## config.mk

```make
export PLATFORM = sky130hd
export DESIGN_NAME = tt_move_ctrl
export DESIGN_NICKNAME = d
export VERILOG_FILES = /design/src/rtl/tt_pkg.sv /design/src/rtl/tt_btn_debounce.sv /design/src/rtl/tt_move_ctrl.sv
export SDC_FILE = /design/constraint.sdc
export NUM_CORES = 1
export LEC_CHECK = 0
export CAP_MARGIN = 20
export CORE_MARGIN = 3
export CORE_UTILIZATION = 38
export DETAILED_ROUTE_END_ITERATION = 16
export GPL_TIMING_DRIVEN = 0
export PLACE_DENSITY = 0.7
export SYNTH_ARGS = -nofsm -noshare
export SYNTH_HDL_FRONTEND = slang
export SYNTH_SLANG_ARGS = --single-unit
```

## constraint.sdc

```tcl
create_clock -name clk -period 3.5 [get_ports clk]
set_input_delay 0.525 -clock clk [delete_from_list [all_inputs] [get_ports clk]]
set_output_delay 0.525 -clock clk [all_outputs]
set_load 0.005 [all_outputs]
```

## src/rtl/tt_pkg.sv

```systemverilog
// Shared definitions for the tic-tac-toe move controller: game result codes,
// controller states, board geometry and cursor helpers.
package tt_pkg;

    localparam logic [1:0] GS_PLAY = 2'b00;
    localparam logic [1:0] GS_WIN1 = 2'b01;
    localparam logic [1:0] GS_WIN0 = 2'b10;
    localparam logic [1:0] GS_DRAW = 2'b11;

    localparam int BOARD_N = 9;

    localparam logic [1:0] CURSOR_ROW_RST = 2'd2;
    localparam logic [1:0] CURSOR_COL_RST = 2'd2;

    typedef enum logic [2:0] {
        ST_IDLE   = 3'd0,
        ST_PLACE  = 3'd1,
        ST_SETTLE = 3'd2,
        ST_OVER   = 3'd3,
        ST_CLEAR  = 3'd4
    } move_state_e;

    // One cursor axis step over 1..3 with wrap; opposing requests cancel.
    function automatic logic [1:0] cursor_step(input logic [1:0] pos,
                                               input logic       dec,
                                               input logic       inc);
        logic [1:0] nxt;
        if (dec && !inc) begin
            nxt = (pos == 2'd1) ? 2'd3 : pos - 2'd1;
        end else if (inc && !dec) begin
            nxt = (pos == 2'd3) ? 2'd1 : pos + 2'd1;
        end else begin
            nxt = pos;
        end
        return nxt;
    endfunction

    function automatic logic [3:0] cell_index(input logic [1:0] row, input logic [1:0] col);
        return ({2'b00, row} - 4'd1) * 4'd3 + ({2'b00, col} - 4'd1);
    endfunction

endpackage

```

## src/rtl/tt_btn_debounce.sv

```systemverilog
// Push-button front end: 2-flop synchronizer, consecutive-sample counter
// filter, and a one-cycle pulse on each accepted rising level.
module tt_btn_debounce #(
    parameter int DEBOUNCE_CYCLES = 4,
    parameter int CNT_W           = 3
) (
    input  logic clk,
    input  logic reset_n,
    input  logic btn,
    output logic pulse
);

    localparam logic [CNT_W-1:0] CNT_LAST = CNT_W'(DEBOUNCE_CYCLES - 1);

    logic             sync1_r;
    logic             sync2_r;
    logic             level_r;
    logic             level_d_r;
    logic [CNT_W-1:0] cnt_r;

    // Synchronize, then flip the level only after a full run of differing samples.
    always_ff @(posedge clk or negedge reset_n) begin
        if (!reset_n) begin
            sync1_r   <= 1'b0;
            sync2_r   <= 1'b0;
            level_r   <= 1'b0;
            level_d_r <= 1'b0;
            cnt_r     <= '0;
        end else begin
            sync1_r   <= btn;
            sync2_r   <= sync1_r;
            level_d_r <= level_r;
            if (sync2_r != level_r) begin
                if (cnt_r == CNT_LAST) begin
                    level_r <= sync2_r;
                    cnt_r   <= '0;
                end else begin
                    cnt_r <= cnt_r + CNT_W'(1);
                end
            end else begin
                cnt_r <= '0;
            end
        end
    end

    assign pulse = level_r & ~level_d_r;

endmodule

```

## src/rtl/tt_move_ctrl.sv

```systemverilog
// Player-input controller: debounced buttons drive a wrapping 3x3 cursor and a
// place/settle/over/clear sequence toward the board.
module tt_move_ctrl
    import tt_pkg::*;
#(
    parameter int DEBOUNCE_CYCLES = 4,
    parameter int CNT_W           = 3
) (
    input  logic               clk,
    input  logic               reset_n,
    input  logic               btn_up,
    input  logic               btn_down,
    input  logic               btn_left,
    input  logic               btn_right,
    input  logic               btn_place,
    input  logic               btn_new,
    input  logic [BOARD_N-1:0] board_valid,
    input  logic [1:0]         game_state,
    output logic [1:0]         row,
    output logic [1:0]         col,
    output logic               set,
    output logic               board_reset,
    output logic [BOARD_N-1:0] cursor_onehot,
    output logic               next_symbol,
    output logic [3:0]         move_count,
    output logic               reject,
    output logic               game_over
);

    logic [5:0] raw_s;
    logic [5:0] evt_s;

    assign raw_s = {btn_new, btn_place, btn_right, btn_left, btn_down, btn_up};

    for (genvar i = 0; i < 6; i++) begin : g_btn
        tt_btn_debounce #(
            .DEBOUNCE_CYCLES(DEBOUNCE_CYCLES),
            .CNT_W          (CNT_W)
        ) u_db (
            .clk    (clk),
            .reset_n(reset_n),
            .btn    (raw_s[i]),
            .pulse  (evt_s[i])
        );
    end

    move_state_e state_r, state_next_s;
    logic [1:0]  row_r, row_next_s;
    logic [1:0]  col_r, col_next_s;
    logic [3:0]  mc_r, mc_next_s;
    logic        settle_r, settle_next_s;
    logic        set_r, board_reset_r, reject_r, game_over_r;
    logic        reject_s;
    logic        move_ok_s;
    logic [3:0]  cell_idx_s;

    assign cell_idx_s = cell_index(row_r, col_r);

    // Next-state, cursor and move-count decisions; new beats place beats moves.
    always_comb begin
        state_next_s  = state_r;
        row_next_s    = row_r;
        col_next_s    = col_r;
        mc_next_s     = mc_r;
        settle_next_s = settle_r;
        reject_s      = 1'b0;
        move_ok_s     = 1'b0;
        case (state_r)
            ST_IDLE: begin
                if (evt_s[5]) begin
                    state_next_s = ST_CLEAR;
                end else if (evt_s[4]) begin
                    if (board_valid[cell_idx_s]) begin
                        reject_s = 1'b1;
                    end else begin
                        state_next_s = ST_PLACE;
                    end
                end else begin
                    move_ok_s = 1'b1;
                end
            end
            ST_PLACE: begin
                mc_next_s     = (mc_r == 4'd9) ? 4'd9 : mc_r + 4'd1;
                settle_next_s = 1'b0;
                state_next_s  = evt_s[5] ? ST_CLEAR : ST_SETTLE;
            end
            ST_SETTLE: begin
                if (evt_s[5]) begin
                    state_next_s = ST_CLEAR;
                end else if (settle_r) begin
                    state_next_s = (game_state != GS_PLAY) ? ST_OVER : ST_IDLE;
                end else begin
                    settle_next_s = 1'b1;
                end
            end
            ST_OVER: begin
                if (evt_s[5]) begin
                    state_next_s = ST_CLEAR;
                end else if (evt_s[4]) begin
                    reject_s = 1'b1;
                end else begin
                    move_ok_s = 1'b1;
                end
            end
            ST_CLEAR: begin
                state_next_s = ST_IDLE;
            end
            default: begin
                state_next_s = ST_CLEAR;
            end
        endcase

        if (move_ok_s) begin
            row_next_s = cursor_step(row_r, evt_s[0], evt_s[1]);
            col_next_s = cursor_step(col_r, evt_s[2], evt_s[3]);
        end else begin
            row_next_s = row_r;
            col_next_s = col_r;
        end

        if (state_next_s == ST_CLEAR) begin
            mc_next_s = 4'd0;
        end else begin
            mc_next_s = mc_next_s;
        end
    end

    // State and registered outputs; reset lands in CLEAR so the board is wiped.
    always_ff @(posedge clk or negedge reset_n) begin
        if (!reset_n) begin
            state_r       <= ST_CLEAR;
            row_r         <= CURSOR_ROW_RST;
            col_r         <= CURSOR_COL_RST;
            mc_r          <= 4'd0;
            settle_r      <= 1'b0;
            set_r         <= 1'b0;
            board_reset_r <= 1'b1;
            reject_r      <= 1'b0;
            game_over_r   <= 1'b0;
        end else begin
            state_r       <= state_next_s;
            row_r         <= row_next_s;
            col_r         <= col_next_s;
            mc_r          <= mc_next_s;
            settle_r      <= settle_next_s;
            set_r         <= (state_next_s == ST_PLACE);
            board_reset_r <= (state_next_s == ST_CLEAR);
            reject_r      <= reject_s;
            game_over_r   <= (state_next_s == ST_OVER);
        end
    end

    assign row           = row_r;
    assign col           = col_r;
    assign set           = set_r;
    assign board_reset   = board_reset_r;
    assign reject        = reject_r;
    assign game_over     = game_over_r;
    assign move_count    = mc_r;
    assign next_symbol   = ~mc_r[0];
    assign cursor_onehot = {{(BOARD_N-1){1'b0}}, 1'b1} << cell_idx_s;

endmodule

```

==> run metrics, run 1 <==
fraction of the yosys area taken by sequential cells 0.5511; total routing resource utilization after global routing 0.1206; vias in the first global route 1648; # rows 29; via count 1724; largest stage delay on the critical path 0.53 ns; final routed DRC violation total 0; iteration count of the initial detailed-routing pass 4; static leakage 1.587 nW; Critical Path, Cell by Cell inv_2, ha_4, xnor3_2, ha_4, inv_2, fa_2, xnor2_2, xnor2_2, or2_1, buf_6, nor2_1, buf_2; TritonCTS clock tree done; Critical Path End Type output port; Die Span Y 89.39 um; utilization after layout 0.5238; Crit path required time 2.97 ns; switching portion of total power 0.3775; number of I/O port buffers 40; total wire length after detailed routing 4323 um; setup ws final 0.02332 ns; outcome finished, final reports clean; sort of element at the start of the critical path register; Seq pwr share 0.270; total chip power 3.734 mW; first-pass GRT wire length 7348 um; number of pins exceeding their max-slew limit in the final report 0; cell count after synthesis 223; Hold WC Path Type input port to async pin; Filler Cells Inserted 585; critical path peak fanout 4; largest cells by area after synthesis sky130_fd_sc_hd__dfrtp_1 (51%), sky130_fd_sc_hd__ha_1 (10%), sky130_fd_sc_hd__dfstp_2 (4.0%); count of unique library cells instantiated by Yosys 32; clock latency of the later-clocked register in the worst-skew pair 0.32 ns; placed cell areas 3154 um^2; maximum level of the CTS H-tree 3; hold violation count in the final report 0; number of violations of the max-capacitance limit 0; VDD IR-drop max 479.8 uV; largest buffer count on any clock path 2; count of hold-fix buffers inserted at cts 0; Num CTS Buffers 9; post-route clock skew 0.005487 ns; pwr/cell area 1092 nW/um^2; top cell family by delay on the critical path XOR/XNOR gates; Switching Power 1.410 mW; standard cell with the maximum stage delay on the critical path sky130_fd_sc_hd__dfstp_2; post-synthesis cell area 2643 um^2; share of Yosys cell area claimed by the top area cell type 0.5114; share of post-route cells with drive strength above 1 0.2249; average cell area after synthesis 11.85 um^2; setup repair after global routing missed its margin true; cell taking the most area after synthesis sky130_fd_sc_hd__dfrtp_1; antenna violations before repair 0; net count of the finished layout 327; arrival time reported for the critical path endpoint 2.95 ns; launch point of the worst reg-to-reg path row[1]$_DFFE_PN1P_; total of flip-flops plus latches after synthesis 58; Routed Antenna Nets 0; slack of the worst reg-to-reg path 0.73 ns; IO Count 41; clock-pin slew on the worst setup and hold paths 0.06 ns; maximum number of pins on one net before global-route repair 35; minimum period implied by the final worst setup slack 3.477 ns; floorplan die width 89.39 um; Clock Tree Root sky130_fd_sc_hd__clkbuf_8; GP Congestion 0.7695; worst setup slack before clock tree synthesis -0.3171 ns; DIE AREA 7991 um^2; capture instance of the worst register-to-register path state_r[0]$_DFF_PN0_; half-perimeter wire length of the detailed placement result 3127 um; logic depth of the worst register-to-register path 12; GRT Residual Overflow 0; critical path buffer and inverter count 4; final period utilization 0.9933; final setup violation count 0; clock sink count 58; design internal power 2.324 mW; classification of the worst setup path register to output port; initial core utilization 0.4046; slew at the pin closest to its max-slew limit 0.5558 ns; Net Count, Synth 265; wire length per cell after detailed routing 11.81 um; diodes inserted 0; average via count per standard cell 4.710; clock network fraction of design power 0.140; relative slew slack 0.6295; Synth-to-Final Area Change 29.45%; worst setup path startpoint row[1]$_DFFE_PN1P_; final cell area excluding filler cells 3421 um^2; combinational group share of total power 0.590; number of DRC markers in iteration 0 42; maximum clock rate 287.6 MHz; Core Region 6531 um^2; number of warnings reported in the yosys synthesis log 0
[area by class of cell]
class                      instances  area [um^2]  share of cell area
buffer                             3        12.51            0.003658
clock buffer                      12        155.1             0.04535
clock inverter                     3        15.01            0.004389
inverter                          10        40.04             0.01170
multi-input combinational        152         1191              0.3482
sequential                        58         1458              0.4261
tap                               77        96.34             0.02816
timing repair buffer              51        452.9              0.1324
[power groups by stage]
stage / sequential (mW) / clock (mW) / combinational [mW]
after floorplan: 1.00 / 0 / 1.27
after global placement: 1.02 / 0 / 1.84
after detailed placement: 1.03 / 0 / 1.88
after CTS: 1.01 / 0.544 / 2.12
after global routing: 1.04 / 0.574 / 2.47
final: 1.01 / 0.523 / 2.20
[cell usage in the layout, fill, tap and decap left out, types with 2 or more instances in the layout]
cell type                          n
sky130_fd_sc_hd__nand2_1          13
sky130_fd_sc_hd__nand3b_1          2
sky130_fd_sc_hd__buf_2            10
sky130_fd_sc_hd__mux2_2            8
sky130_fd_sc_hd__buf_4             9
sky130_fd_sc_hd__dfstp_2           4
sky130_fd_sc_hd__ha_1             19
sky130_fd_sc_hd__o21ai_0           5
sky130_fd_sc_hd__nand4b_1          2
sky130_fd_sc_hd__xnor2_2           3
sky130_fd_sc_hd__inv_1             4
sky130_fd_sc_hd__clkbuf_8         11
sky130_fd_sc_hd__nand4_1           3
sky130_fd_sc_hd__clkdlybuf4s50_1  30
sky130_fd_sc_hd__nor2_1           21
sky130_fd_sc_hd__nor3_1            7
sky130_fd_sc_hd__mux2i_1           8
sky130_fd_sc_hd__xnor2_1           6
sky130_fd_sc_hd__nor3b_1           7
sky130_fd_sc_hd__ha_4              3
sky130_fd_sc_hd__clkbuf_1          3
sky130_fd_sc_hd__nor2b_1          16
sky130_fd_sc_hd__nor2_2            2
sky130_fd_sc_hd__xor2_1            2
sky130_fd_sc_hd__o21ai_1           2
sky130_fd_sc_hd__nand3_1           2
sky130_fd_sc_hd__clkinv_2          3
sky130_fd_sc_hd__nand2b_1          4
sky130_fd_sc_hd__a21oi_1           7
sky130_fd_sc_hd__inv_2             5
sky130_fd_sc_hd__and2_1            2
sky130_fd_sc_hd__dfrtp_1          53
[repair_timing]
action / 4_1_cts / 5_1_grt
hold endpoints to repair: 0 / 0
setup buffers: 8 / 2
endpoints found under the setup margin: 9 / 9
gates resized for setup: 44 / 7
pin swaps: 7 / 8
[sequential cells by signal (all words and copies together) (netlist names)]
register              cells
g_btn.u_db.level_d_r      6
row                       2
set                       1
g_btn.u_db.sync1_r        6
g_btn.u_db.cnt_r         18
settle_r                  1
state_r                   3
move_count                4
game_over                 1
reject                    1
g_btn.u_db.sync2_r        6
col                       2
g_btn.u_db.level_r        6
board_reset               1
[per-layer routing]
layer	up-vias	wire length [um]	track usage
li1	878	-	-
met1	802	2046	0.1516
met2	40	1953	0.1835
met3	4	269	0.04608
met4	0	54	0.05683
met5	-	0	0
[cell families after synthesis]
kind of cell               count (synthesis)  share of synthesized area
AOI/OAI and AO/OA                         18                    0.03930
xor gates and xnor gates                  12                    0.05114
adders and majority gates                 23                     0.1117
buffers and inverters                     13                    0.01894
DFF                                       58                     0.5511
muxes                                     16                    0.06440
and+or+nand+nor                           83                     0.1634
[per-stage QoR]
step,hold WS (ns),TNS [ns],std cells
global placement,0.3320,-2.061,340
detailed placement,0.3347,-2.241,341
CTS,0.1880,-0.07120,364
global route,0.2165,-0.3262,366
finish,0.1829,0,366
floorplan,0.2294,0,223
[synthesized netlist by cell type, drive strengths merged]
master and n:
fa 1, ha 22, buf 1, nand3b 2, xor2 2, nand2 14, mux2i 8, nand4 3
nand2b 4, nor2 23, o31a 1, a21oi 7, a211oi 1, xnor2 9, o21bai 1, dfrtp 54
and2 2, mux2 8, inv 10, or2 1, nor2b 16, nand4b 2, nor3b 7, nand3 2
o21ai 7, o211a 1, nor3 7, xnor3 1, clkbuf 2, dfstp 4
[how the worst max path moves through the flow]
stage | cells after the start | end | slack, ns
finish | 12 | cursor_onehot[7] | 0.02
global route | 12 | cursor_onehot[7] | -0.08
CTS | 12 | cursor_onehot[6] | -0.03
detailed placement | 11 | cursor_onehot[4] | -0.32
global placement | 11 | cursor_onehot[5] | -0.30
floorplan | 10 | cursor_onehot[5] | 0.32
[worst register-to-register path: cells and delay by family (launching register included)]
family                   cells  cell delay [ns]
AND/OR/NAND/NOR              1             0.14
adder cells (fa/ha/maj)      3             0.69
AO/OA/AOI/OAI                2             0.25
buffers and inverters        3             0.24
flip-flops                   1             0.53
XOR/XNOR                     3             0.80
No activity file was read; power rests on OpenSTA's default activity.
==> run 2, diff against run 1 <==
CORE_MARGIN = 2   (was 3)
==> run 2 against run 1 <==
Against the previous run:
- the run now ends with negative setup slack left
- sequential share of layout area is 0.52 points lower
- flip-flop and latch count unchanged
- sequential power about the same
- wire length up 2.8%
- design area up 1.2%
- critical path depth unchanged
- utilization decreased by 1.1 points
- critical endpoint is now cursor_onehot[5]
- largest cell class unchanged
- highest routed layer unchanged
==> run metrics, run 2 (synthesis results as in run 1) <==
most common cell after layout, fill and taps aside sky130_fd_sc_hd__dfrtp_1; GRT Residual Overflow 0; VDD IR-drop max 504.3 uV; maximum number of pins on one net before global-route repair 42; setup repair after global routing missed its margin true; total routing resource utilization after global routing 0.1267; number of violations of the max-capacitance limit 0; share of post-route cells with drive strength above 1 0.2014; number of DRC markers in iteration 0 77; via count 1728; hold violation count in the final report 0; clock network fraction of design power 0.161; final setup violation count 8; diodes inserted 0; antenna violations before repair 0; iteration count of the initial detailed-routing pass 2; DIE AREA 7637 um^2; Largest Register g_btn.u_db.cnt_r; TritonCTS clock tree done; half-perimeter wire length of the detailed placement result 3111 um; top library cells by usage in the layout, fill and taps aside sky130_fd_sc_hd__dfrtp_1 (53), sky130_fd_sc_hd__clkdlybuf4s50_1 (30), sky130_fd_sc_hd__nor2_1 (21); Die Span Y 87.39 um; pwr/cell area 1114 nW/um^2; floorplan die width 87.39 um; Critical Path End Type output port; clock latency of the later-clocked register in the worst-skew pair 0.33 ns; sort of element at the start of the critical path register; worst setup slack before clock tree synthesis -0.3364 ns; outcome finished with violations; final period utilization 1.019; largest buffer count on any clock path 2; average via count per standard cell 4.696; final cell area excluding filler cells 3463 um^2; relative slew slack 0.6661; number of I/O port buffers 40; violations in the final reports negative setup slack; clock sink count 58; static leakage 1.591 nW; maximum level of the CTS H-tree 3; Core Region 6756 um^2; design internal power 2.404 mW; GP Congestion 0.7820; post-route clock skew 0.005459 ns; combinational group share of total power 0.577; Routed Antenna Nets 0; # rows 30; net count of the finished layout 325; wire length per cell after detailed routing 12.08 um; Crit path required time 2.97 ns; Num CTS Buffers 9; final routed DRC violation total 0; maximum clock rate 280.5 MHz; initial core utilization 0.3911; Hold WC Path Type input port to async pin; minimum period implied by the final worst setup slack 3.565 ns; placed cell areas 3158 um^2; classification of the worst setup path register to output port; Switching Power 1.455 mW; arrival time reported for the critical path endpoint 3.04 ns; switching portion of total power 0.3770; slew at the pin closest to its max-slew limit 0.5008 ns; flip-flop count of the largest register, all copies and words added 18; vias in the first global route 1727; Synth-to-Final Area Change 31.06%; IO Count 41; Seq pwr share 0.262; number of pins exceeding their max-slew limit in the final report 0; total wire length after detailed routing 4444 um; first-pass GRT wire length 7396 um; clock-pin slew on the worst setup and hold paths 0.07 ns; Clock Tree Root sky130_fd_sc_hd__clkbuf_8; setup ws final -0.06486 ns; critical path peak fanout 4
## run 2: power by group through the flow
stage / combinational, mW / clock, mW / sequential, mW
after floorplan: 1.27 / 0 / 1.00
after global placement: 1.82 / 0 / 1.02
after detailed placement: 1.88 / 0 / 1.03
after CTS: 2.05 / 0.644 / 1.01
after global routing: 2.47 / 0.669 / 1.04
final: 2.23 / 0.622 / 1.01
## run 2: routing by layer
layer	track usage	routed length, um	up-vias
li1	-	-	872
met1	0.1478	2022	810
met2	0.2052	2081	36
met3	0.02938	216	10
met4	0.08811	123	0
met5	0	0	-
## run 2: final timing paths
path                                                 start                           endpoint  slack [ns]  depth (start not counted)
setup / recovery                        row[1]$_DFFE_PN1P_                   cursor_onehot[5]       -0.06                         12
hold / removal                                     reset_n  g_btn[5].u_db.level_d_r$_DFF_PN0_        0.12                          1
setup reg to reg                        row[1]$_DFFE_PN1P_               state_r[0]$_DFF_PN0_        0.62                         13
hold reg to reg            g_btn[0].u_db.sync1_r$_DFF_PN0_    g_btn[0].u_db.sync2_r$_DFF_PN0_        0.35                          0
max in group asynchronous                          reset_n                 col[1]$_DFFE_PN1P_        2.77                          2
min in group clk           g_btn[0].u_db.sync1_r$_DFF_PN0_    g_btn[0].u_db.sync2_r$_DFF_PN0_        0.35                          0
## run 2: per-stage QoR
stage	total power, mW	instances	hold WS, ns	setup TNS (ns)	util
floorplan	2.275	223	0.2294	0	-
global placement	2.842	343	0.3324	-1.984	0.4652
detailed placement	2.910	344	0.3347	-2.269	0.4674
CTS	3.706	366	0.1192	-0.3754	0.5069
global route	4.174	368	0.1539	-1.139	0.5126
finish	3.859	368	0.1201	-0.4279	0.5126
## run 2: area by class of cell
class,instances,area [um^2]
plain buffers,3,12.51
clock buffers,12,155.1
clock inverters,4,50.05
fillers,585,3293
inverters,10,40.04
multi-input cells,152,1194
flip-flops and latches,58,1458
well taps,80,100.1
repair buffers,49,454.2
## run 2: critical path: stages (launching register included)
cell and delay [ns]:
sky130_fd_sc_hd__dfstp_2 0.55, sky130_fd_sc_hd__inv_2 0.05, sky130_fd_sc_hd__ha_4 0.21, sky130_fd_sc_hd__xnor3_2 0.42, sky130_fd_sc_hd__ha_4 0.14, sky130_fd_sc_hd__inv_2 0.04, sky130_fd_sc_hd__fa_2 0.39, sky130_fd_sc_hd__xnor2_2 0.21
sky130_fd_sc_hd__xnor2_2 0.12, sky130_fd_sc_hd__or2_1 0.25, sky130_fd_sc_hd__buf_6 0.13, sky130_fd_sc_hd__nor2_4 0.08, sky130_fd_sc_hd__buf_2 0.12
## run 2: repair_timing
action	in CTS	in global routing
pin swaps	5	6
setup endpoints to repair	9	9
hold buffers	0	0
gates cloned	0	0
setup buffers	6	2
gates resized for setup	24	15
